### config.mk
export PLATFORM = sky130hd
export DESIGN_NAME = trap_sequencer
export DESIGN_NICKNAME = d
export VERILOG_FILES = /design/src/rtl/trap_pkg.sv /design/src/rtl/trap_cause_enc.sv /design/src/rtl/trap_sequencer.sv
export SDC_FILE = /design/constraint.sdc
export NUM_CORES = 1
export LEC_CHECK = 0
export CAP_MARGIN = 20
export CELL_PAD_IN_SITES_DETAIL_PLACEMENT = 1
export CELL_PAD_IN_SITES_GLOBAL_PLACEMENT = 1
export CORE_MARGIN = 2
export CORE_UTILIZATION = 25
export CTS_CLUSTER_SIZE = 10
export DETAILED_ROUTE_END_ITERATION = 16
export HOLD_SLACK_MARGIN = 0.05
export PLACE_DENSITY = 0.85
export SYNTH_ARGS = -nofsm -noshare
export SYNTH_HDL_FRONTEND = slang
export SYNTH_SLANG_ARGS = --single-unit
### constraint.sdc
create_clock -name clk -period 3.81 [get_ports clk]
set_clock_uncertainty 0.15 [all_clocks]
set_input_delay 0.5715 -clock clk [delete_from_list [all_inputs] [get_ports clk]]
set_output_delay 0.5715 -clock clk [all_outputs]
set_load 0.02 [all_outputs]
### src/rtl/trap_pkg.sv
// Shared types and constants for the machine-mode trap sequencer.
// States, CSR addresses, cause codes and mstatus bit positions.
package trap_pkg;

  typedef enum logic [2:0] {
    IDLE,
    T_EPC,
    T_CAUSE,
    T_STATUS,
    R_STATUS,
    REDIR
  } state_e;

  localparam logic [11:0] CSR_MSTATUS = 12'h300;
  localparam logic [11:0] CSR_MEPC    = 12'h341;
  localparam logic [11:0] CSR_MCAUSE  = 12'h342;
  localparam logic [11:0] CSR_MTVAL   = 12'h343;
  localparam logic [11:0] CSR_MTVEC   = 12'h305;

  localparam logic [4:0] CAUSE_ILLEGAL = 5'd2;
  localparam logic [4:0] CAUSE_ECALL   = 5'd11;
  localparam logic [4:0] CAUSE_LFAULT  = 5'd5;
  localparam logic [4:0] CAUSE_SFAULT  = 5'd7;
  localparam logic [4:0] CAUSE_MEI     = 5'd11;

  localparam int MIE    = 3;
  localparam int MPIE   = 7;
  localparam int MPP_HI = 12;
  localparam int MPP_LO = 11;

endpackage

### src/rtl/trap_cause_enc.sv
// Priority encoder from raw event flags to the event to accept.
// Order: irq > illegal > ecall > lfault > sfault > mret.
module trap_cause_enc
  import trap_pkg::*;
#(
  parameter int XLEN = 32
) (
  input  logic            ex_illegal,
  input  logic            ex_ecall,
  input  logic            ex_lfault,
  input  logic            ex_sfault,
  input  logic            irq_ext,
  input  logic            mret,
  input  logic            wb_valid,
  input  logic            mie,
  output logic            take,
  output logic            is_mret,
  output logic [XLEN-1:0] cause,
  output logic            tval_sel
);

  logic irq_hit;
  logic ill_hit;
  logic ecl_hit;
  logic lf_hit;
  logic sf_hit;
  logic mrt_hit;

  assign irq_hit = irq_ext & mie;
  assign ill_hit = wb_valid & ex_illegal & ~irq_hit;
  assign ecl_hit = wb_valid & ex_ecall & ~irq_hit & ~ex_illegal;
  assign lf_hit  = wb_valid & ex_lfault & ~irq_hit
                 & ~ex_illegal & ~ex_ecall;
  assign sf_hit  = wb_valid & ex_sfault & ~irq_hit
                 & ~ex_illegal & ~ex_ecall & ~ex_lfault;
  assign mrt_hit = wb_valid & mret & ~irq_hit
                 & ~ex_illegal & ~ex_ecall
                 & ~ex_lfault & ~ex_sfault;

  // One-hot hits select cause code and mtval source.
  always_comb begin
    take     = 1'b1;
    is_mret  = 1'b0;
    cause    = '0;
    tval_sel = 1'b0;
    unique case (1'b1)
      irq_hit: begin
        cause[XLEN-1] = 1'b1;
        cause[4:0]    = CAUSE_MEI;
      end
      ill_hit: begin
        cause[4:0] = CAUSE_ILLEGAL;
        tval_sel   = 1'b1;
      end
      ecl_hit: cause[4:0] = CAUSE_ECALL;
      lf_hit: begin
        cause[4:0] = CAUSE_LFAULT;
        tval_sel   = 1'b1;
      end
      sf_hit: begin
        cause[4:0] = CAUSE_SFAULT;
        tval_sel   = 1'b1;
      end
      mrt_hit: is_mret = 1'b1;
      default: take = 1'b0;
    endcase
  end

endmodule

### src/rtl/trap_sequencer.sv
// Machine-mode trap/MRET sequencer driving the CSR write port.
// Stalls the pipeline, writes mepc/mcause/mstatus, then redirects.
module trap_sequencer
  import trap_pkg::*;
#(
  parameter int XLEN        = 32,
  parameter bit VECTORED_EN = 1'b1
) (
  input  logic            clk,
  input  logic            rst,
  input  logic            ex_illegal,
  input  logic            ex_ecall,
  input  logic            ex_lfault,
  input  logic            ex_sfault,
  input  logic            irq_ext,
  input  logic            mret,
  input  logic            wb_valid,
  input  logic [XLEN-1:0] wb_pc,
  input  logic [XLEN-1:0] wb_tval,
  input  logic [XLEN-1:0] mstatus,
  input  logic [XLEN-1:0] mtvec,
  input  logic [XLEN-1:0] mepc,
  output logic            csr_w,
  output logic [11:0]     csr_waddr,
  output logic [XLEN-1:0] csr_wdata,
  output logic [1:0]      csr_wsc_mode,
  output logic [XLEN-1:0] mtval_data,
  output logic            mtval_data_in,
  output logic            busy,
  output logic            redirect_valid,
  output logic [XLEN-1:0] redirect_pc
);

  state_e          state_q, state_d;
  logic [XLEN-1:0] epc_q, epc_d;
  logic [XLEN-1:0] tval_q, tval_d;
  logic [XLEN-1:0] cause_q, cause_d;
  logic            mret_q, mret_d;

  logic            take;
  logic            is_mret;
  logic [XLEN-1:0] enc_cause;
  logic            tval_sel;
  logic [XLEN-1:0] st_trap;
  logic [XLEN-1:0] st_mret;
  logic [XLEN-1:0] vec_off;
  logic            vec_en;

  trap_cause_enc #(.XLEN(XLEN)) u_enc (
    .ex_illegal (ex_illegal),
    .ex_ecall   (ex_ecall),
    .ex_lfault  (ex_lfault),
    .ex_sfault  (ex_sfault),
    .irq_ext    (irq_ext),
    .mret       (mret),
    .wb_valid   (wb_valid),
    .mie        (mstatus[MIE]),
    .take       (take),
    .is_mret    (is_mret),
    .cause      (enc_cause),
    .tval_sel   (tval_sel)
  );

  assign csr_wsc_mode = 2'b01;
  assign vec_en  = VECTORED_EN && (mtvec[1:0] == 2'b01)
                 && cause_q[XLEN-1];
  assign vec_off = {cause_q[XLEN-3:0], 2'b00};

  // mstatus images for trap entry and MRET, built from live mstatus.
  always_comb begin
    st_trap                = mstatus;
    st_trap[MPIE]          = mstatus[MIE];
    st_trap[MIE]           = 1'b0;
    st_trap[MPP_HI:MPP_LO] = 2'b11;
    st_mret                = mstatus;
    st_mret[MIE]           = mstatus[MPIE];
    st_mret[MPIE]          = 1'b1;
    st_mret[MPP_HI:MPP_LO] = 2'b11;
  end

  // Next state, capture and per-state outputs.
  always_comb begin
    state_d        = state_q;
    epc_d          = epc_q;
    tval_d         = tval_q;
    cause_d        = cause_q;
    mret_d         = mret_q;
    csr_w          = 1'b0;
    csr_waddr      = '0;
    csr_wdata      = '0;
    mtval_data     = '0;
    mtval_data_in  = 1'b0;
    busy           = 1'b1;
    redirect_valid = 1'b0;
    redirect_pc    = '0;
    unique case (state_q)
      IDLE: begin
        busy = take & ~rst;
        if (take) begin
          state_d = is_mret ? R_STATUS : T_EPC;
          epc_d   = wb_pc;
          tval_d  = tval_sel ? wb_tval : '0;
          cause_d = enc_cause;
          mret_d  = is_mret;
        end
      end
      T_EPC: begin
        csr_w         = 1'b1;
        csr_waddr     = CSR_MEPC;
        csr_wdata     = epc_q;
        mtval_data_in = 1'b1;
        mtval_data    = tval_q;
        state_d       = T_CAUSE;
      end
      T_CAUSE: begin
        csr_w     = 1'b1;
        csr_waddr = CSR_MCAUSE;
        csr_wdata = cause_q;
        state_d   = T_STATUS;
      end
      T_STATUS: begin
        csr_w     = 1'b1;
        csr_waddr = CSR_MSTATUS;
        csr_wdata = st_trap;
        state_d   = REDIR;
      end
      R_STATUS: begin
        csr_w     = 1'b1;
        csr_waddr = CSR_MSTATUS;
        csr_wdata = st_mret;
        state_d   = REDIR;
      end
      REDIR: begin
        redirect_valid = 1'b1;
        if (mret_q) begin
          redirect_pc = mepc;
        end else begin
          redirect_pc = {mtvec[XLEN-1:2], 2'b00}
                      + (vec_en ? vec_off : '0);
        end
        state_d = IDLE;
      end
      default: state_d = IDLE;
    endcase
  end

  // State and captured event registers.
  always_ff @(posedge clk) begin
    if (rst) begin
      state_q <= IDLE;
      epc_q   <= '0;
      tval_q  <= '0;
      cause_q <= '0;
      mret_q  <= 1'b0;
    end else begin
      state_q <= state_d;
      epc_q   <= epc_d;
      tval_q  <= tval_d;
      cause_q <= cause_d;
      mret_q  <= mret_d;
    end
  end

endmodule

==> reports/qor.yml, run 1 <==
syn_area_per_cell_um2: 7.89
area_delta_synth_final_pct: 77.6
fin_crit_ps: 3760
dr_total_vias: 5189
hpwl_um: 14000
drtAntennaViolNets: 0
p_per_area_nw_per_um2: 342
holdPathStages: 2
synth_edf_count: 0
grt_start_max_net_pins: 61
cts_tree: "yes"
worstHoldEndpoint: "epc_q[11]"
synth-seq-cells: 73
grt_pass1_wl_um: 27500
ctsRootBufferMaster: "clkbuf_16"
dieArea_um2: 18800
min_path_type: "reg2reg"
globalplace.congestion: 0.813
crit_required_ps: 3090
worst_path_most_repeated_cell: "buf_4"
cp_num_buf_inv: 5
n_fill_cell: 2053
drv_cap: 0
hold_viol: 0
postSynthCellCount: 561
combPwrFrac_pct: 30.4
cts_buffers: 9
rows: 48
worst_path_max_delay_cell: "clkdlybuf4s50_1"
die_y_um: 137
fmax_ghz: 0.266
grt-ovfl-total: 0
setup_ws_ps: 54.1
htree_num_levels: 3
status: "complete, no violations"
track_usage_pct: 18.7
regToRegStartpoint: "state_q[1]"
first_iter_violations: 126
final_nets: 1012
yosysSeqAreaShare_pct: 33.0
place_inst: 1051
avgViaCountPerCell: 4.86
coreArea_um2: 17300
crit_family: "buffers and inverters"
critPathKind: "in2out"
rsz0062_at_grt: "true"
clkPwrFrac_pct: 36.7
final_layout_size_suffix_gt1_share_pct: 13.6
layout_commonest_cell: "clkdlybuf4s50_1"
netSwitchingPower_mw: 0.808
clk-insertion-delay-late_ps: 330
cts.sinks: 73
total_power_mw: 2.69
yosysWarnings: 0
synthArstFlopShare_pct: 0
drcViolationCount: 0
synth_ff_type: "dfxtp_1"
path_clk_slew_ps: 60
final_cell_mix: "clkdlybuf4s50_1, nand2_1, dfxtp_1"
setup_viol: 0
cp_max_fo: 6
cts_setup_buffers: 0
diodes: 0
switching_share_pct: 30.0
wirelength_um: 18400
antenna_found_initial: 0
timing.final.crit_share_pct: 98.6
crit_arrival_ps: 3030
seqPwrFrac_pct: 33.0
r2r_end: "tval_q[30]"
firstDrtPassIters: 4
r2r_slack_ps: 1150
intPower_mw: 1.88
min_from: "epc_q[11]"
post-route-util_pct: 45.4
preCtsSetupSlack_ps: -453
fp.dieW_um: 137
first_global_vias: 5338
ios: 283
wl_per_cell_um: 17.3
cts_buffer_depth: 2
worst_pin_slew_ps: 1030
max_stage_delay_ps: 460
start_util_pct: 25.6
maxSlewHeadroom_pct: 31.2
end_kind: "output port"
stdcell_count: 1068
synth.distinct_cells: 55
synth_area_um2: 4420
cp_cell_sequence: "clkdlybuf4s50_1 -> nand2_1 -> nor2_2 -> and2_4 -> ha_1 -> a211o_1 -> a21oi_2 -> buf_6 -> nor3_4 -> buf_4 -> a211oi_1 -> buf_4 -> clkdlybuf4s15_2"
ir_drop_mv: 0.181
p_leak_nw: 3.04
slew_violations: 0
fin_tns_setup_ps: 0
port_buffers: 271
r2r_cells: 6
startpoint_type: "input pin"
final cells by class:
cell class | instances | area [µm²] | share of cell area (%)
multi-input cells | 436 | 2790 | 35.6
repair buffers | 313 | 2960 | 37.7
clock buffers | 9 | 225 | 2.87
inverters | 5 | 18.8 | 0.239
flip-flops and latches | 73 | 1460 | 18.6
well taps | 225 | 282 | 3.58
clock inverters | 7 | 118 | 1.50
routing by layer:
layer / track usage [%] / share of wire, % / wire, µm
met4: 6.70 / 2.3 / 416
met5: 0 / 0 / 0
met1: 19.9 / 38 / 6990
met2: 34.6 / 50 / 9230
met3: 5.59 / 9.7 / 1790
power by group through the flow:
stage | Clock, mW | Sequential [mW] | Combinational (mW)
finish | 0.987 | 0.887 | 0.817
global route | 1.04 | 0.896 | 0.885
CTS | 1.01 | 0.888 | 0.826
detailed placement | 0 | 0.903 | 0.821
global placement | 0 | 0.901 | 0.804
floorplan | 0 | 0.878 | 0.439
what timing repair did:
item                                    CTS  global route
endpoints found under the setup margin   26            35
pin swaps                                 1             1
hold buffers                              0             0
endpoints found under the hold margin     0             0
cloned                                    1             0
gates resized for setup                  82            35
cell usage after synthesis (4+ instances only):
master,n,share of area (%)
mux2_2,4,1.0
nand3_1,5,0.57
nor3_1,13,1.5
buf_4,16,2.7
clkbuf_1,23,2.0
buf_2,11,1.2
dfxtp_1,73,33
and4_1,6,1.2
a22o_1,56,11
nor2_1,24,2.0
and2_1,37,5.2
a211oi_1,8,1.4
a22oi_1,5,0.85
nor2b_1,4,0.57
a21oi_1,63,7.1
xnor2_1,22,4.4
a21o_1,5,0.85
mux2i_1,5,1.1
nand2_1,96,8.1
o21ai_0,23,2.6
ha_1,4,1.1
o21ai_1,5,0.57
flip-flops by register name (all words and copies together), names as in the netlist:
| register | cells |
|---|---|
| cause_q | 5 |
| epc_q | 32 |
| tval_q | 32 |
| mret_q | 1 |
| state_q | 3 |
worst max path at each step:
stage | start | to | slack (ps) | depth (start not counted)
6_report | mtvec[0] | redirect_pc[31] | 50 | 13
5_1_grt | mtvec[0] | redirect_pc[31] | -70 | 13
4_1_cts | mtvec[1] | redirect_pc[22] | -9 | 12
3_5_place_dp | mtvec[1] | redirect_pc[22] | -450 | 12
3_3_place_gp | mtvec[0] | redirect_pc[22] | -390 | 13
2_1_floorplan | mtvec[0] | redirect_pc[12] | 240 | 11
worst reg2reg max path: stages, from the launching register on:
cell and delay (ps):
dfxtp_1 370, buf_4 220, or3_1 400, a21oi_4 800
nor2_2 50, buf_4 280, a22o_1 300
kinds of logic after synthesis:
group	synth area share [%]
buffers and inverters	7.18
flip-flops	33.0
XOR/XNOR	4.75
multiplexers	2.15
AO/OA/AOI/OAI	26.8
AND/OR/NAND/NOR	24.4
adder cells (fa/ha/maj)	1.58
other	0.170
through the flow:
| step | cell area (µm²) | hold slack, ps |
|---|---|---|
| 2_1_floorplan | 4450 | 284 |
| 5_1_grt | 7860 | 332 |
| 6_report | 7860 | 309 |
| 3_5_place_dp | 7490 | 303 |
| 3_3_place_gp | 7490 | 294 |
| 4_1_cts | 7830 | 312 |
(Power assumes the default switching activity.)
==> run 2: changes to the inputs <==
--- a/config.mk
+++ b/config.mk
@@ -8,6 +8,7 @@
 export CAP_MARGIN = 20
 export CELL_PAD_IN_SITES_DETAIL_PLACEMENT = 1
 export CELL_PAD_IN_SITES_GLOBAL_PLACEMENT = 1
+export CORE_ASPECT_RATIO = 0.8
 export CORE_MARGIN = 2
 export CORE_UTILIZATION = 25
 export CTS_CLUSTER_SIZE = 10
==> reports/qor.yml, run 2 (synthesis gave the netlist of run 1 again) <==
clk-insertion-delay-late_ps: 340  # about the same
area_delta_synth_final_pct: 73.9
min_from: "epc_q[29]"
stdcell_count: 1063  # -0.47%
cp_max_fo: 7  # +1
avgViaCountPerCell: 4.82  # -0.71%
fmax_ghz: 0.269  # +1.1%
cts_buffers: 9  # unchanged
min_path_type: "reg2reg"
status: "complete, no violations"
first_iter_violations: 189  # +50%
crit_arrival_ps: 2990  # -40 ps
antenna_found_initial: 0  # unchanged
place_inst: 1045  # -0.57%
final_layout_size_suffix_gt1_share_pct: 13.2  # -0.40 points
worst_pin_slew_ps: 648  # -382 ps
grt_pass1_wl_um: 29400  # +6.7%
layout_commonest_cell: "clkdlybuf4s50_1"
crit_path_start: "mtvec[0]"
globalplace.congestion: 0.791  # -2.6%
coreArea_um2: 17300  # +0.16%
multi_input_area_um2: 2760  # -1.3%
first_global_vias: 5459  # +2.3%
final_cell_mix: "clkdlybuf4s50_1, nand2_1, dfxtp_1"
drv_cap: 0  # unchanged
wl_per_cell_um: 17.8  # +3.3%
final_area_um2: 7690  # -2.1%
r2r_cells: 5  # -1
cp_num_buf_inv: 3  # -2
slew_violations: 0  # unchanged
grt_start_max_net_pins: 55  # -9.8%
hold_viol: 0  # unchanged
placed_cell_area_um2: 7440  # -0.67%
preCtsSetupSlack_ps: -470  # -16.9 ps
crit_cells: 12  # -1
p_per_area_nw_per_um2: 327  # -4.5%
startpoint_type: "input pin"
p_leak_nw: 2.94  # -3.5%
grt-ovfl-total: 0  # unchanged
hpwl_um: 14500  # +3.5%
wirelength_um: 19000  # +2.8%
critPathKind: "in2out"
final_nets: 1007  # -0.49%
setup_viol: 0  # unchanged
start_util_pct: 25.5  # -0.041 points
dieArea_um2: 18800  # about the same
crit_required_ps: 3090  # about the same
cts_buffer_depth: 2  # unchanged
holdPathStages: 2  # unchanged
worst_path_max_delay_cell: "clkdlybuf4s50_1"
setup_ws_ps: 94.7  # +40.6 ps
fp.dieW_um: 153  # +11%
port_buffers: 271  # unchanged
drcViolationCount: 0  # unchanged
ff_latch_area_um2: 1460  # unchanged
diodes: 0  # unchanged
crit_family: "buffers and inverters"
dr_total_vias: 5128  # -1.2%
max_stage_delay_ps: 420  # -40 ps
timing.final.crit_share_pct: 97.5  # -1.1 points
drtAntennaViolNets: 0  # unchanged
rows: 43  # -10%
n_fill_cell: 2067  # +0.68%
ios: 283  # unchanged
cts.sinks: 73  # unchanged
htree_num_levels: 3  # unchanged
cp_cell_sequence: "clkdlybuf4s50_1 -> nand2_2 -> nor2_4 -> and2_1 -> ha_2 -> o21a_1 -> a21oi_2 -> buf_6 -> or3b_1 -> xor2_1 -> a211oi_1 -> buf_2"
ctsRootBufferMaster: "clkbuf_16"
cts_tree: "yes"
reg_top3: "epc_q (32), tval_q (32), cause_q (5)"
maxSlewHeadroom_pct: 56.7  # +26 points
track_usage_pct: 19.6  # +0.93 points
fin_crit_ps: 3720  # -40.6 ps
fin_tns_setup_ps: 0  # unchanged
die_y_um: 123  # -10%
rsz0062_at_grt: "true"
end_kind: "output port"
firstDrtPassIters: 4  # unchanged
regToRegStartpoint: "state_q[1]"
path_clk_slew_ps: 60  # about the same
ir_drop_mv: 0.155  # -15%
==> run 2: power by group <==
part           total (mW)  internal [mW]  switching [mW]
Clock               0.797          0.443           0.353
Combinational       0.826          0.408           0.419
Sequential          0.894          0.835          0.0589
==> run 2: worst paths after layout <==
check                           slack [ps]              to
worst min register to register         310       epc_q[29]
worst max-delay path                    90  redirect_pc[9]
worst max register to register        1400      tval_q[14]
worst min-delay path                   310       epc_q[29]
==> run 2: final cells by class <==
class	count	area share, %
timing repair buffer	308	37.7
multi-input combinational	436	35.8
sequential	73	19.0
tap	225	3.66
clock buffer	10	2.98
clock inverter	6	0.553
inverter	5	0.244
==> run 2: metrics by stage <==
step	utilization (%)	hold WS, ps	power, mW
final	44.4	306	2.52
after detailed placement	42.9	298	1.73
after global placement	42.9	294	1.72
after CTS	44.2	307	2.54
after global routing	44.4	335	2.65
after floorplan	-	284	1.32
==> run 2: repair_timing <==
item                                    CTS  global route
hold buffers                              0             0
pin swaps                                 0            11
resized for setup                       103            25
cloned                                    1             0
endpoints found under the setup margin   27            26
buffers inserted                          0             1
==> run 2: metal layers <==
metal	track usage, %	part of all wire (%)	up-vias
li1	-	-	2511
met1	24.4	44	2428
met2	33.4	48	171
met3	5.22	6.5	18
met4	6.37	1.8	0
met5	0	0	-
==> run 2: worst reg2reg max path, stage by stage, from the launching register on <==
cell and delay, ps:
dfxtp_1 510, or3_1 490, a21oi_4 520, nor2_2 50
buf_4 260, a22o_1 300
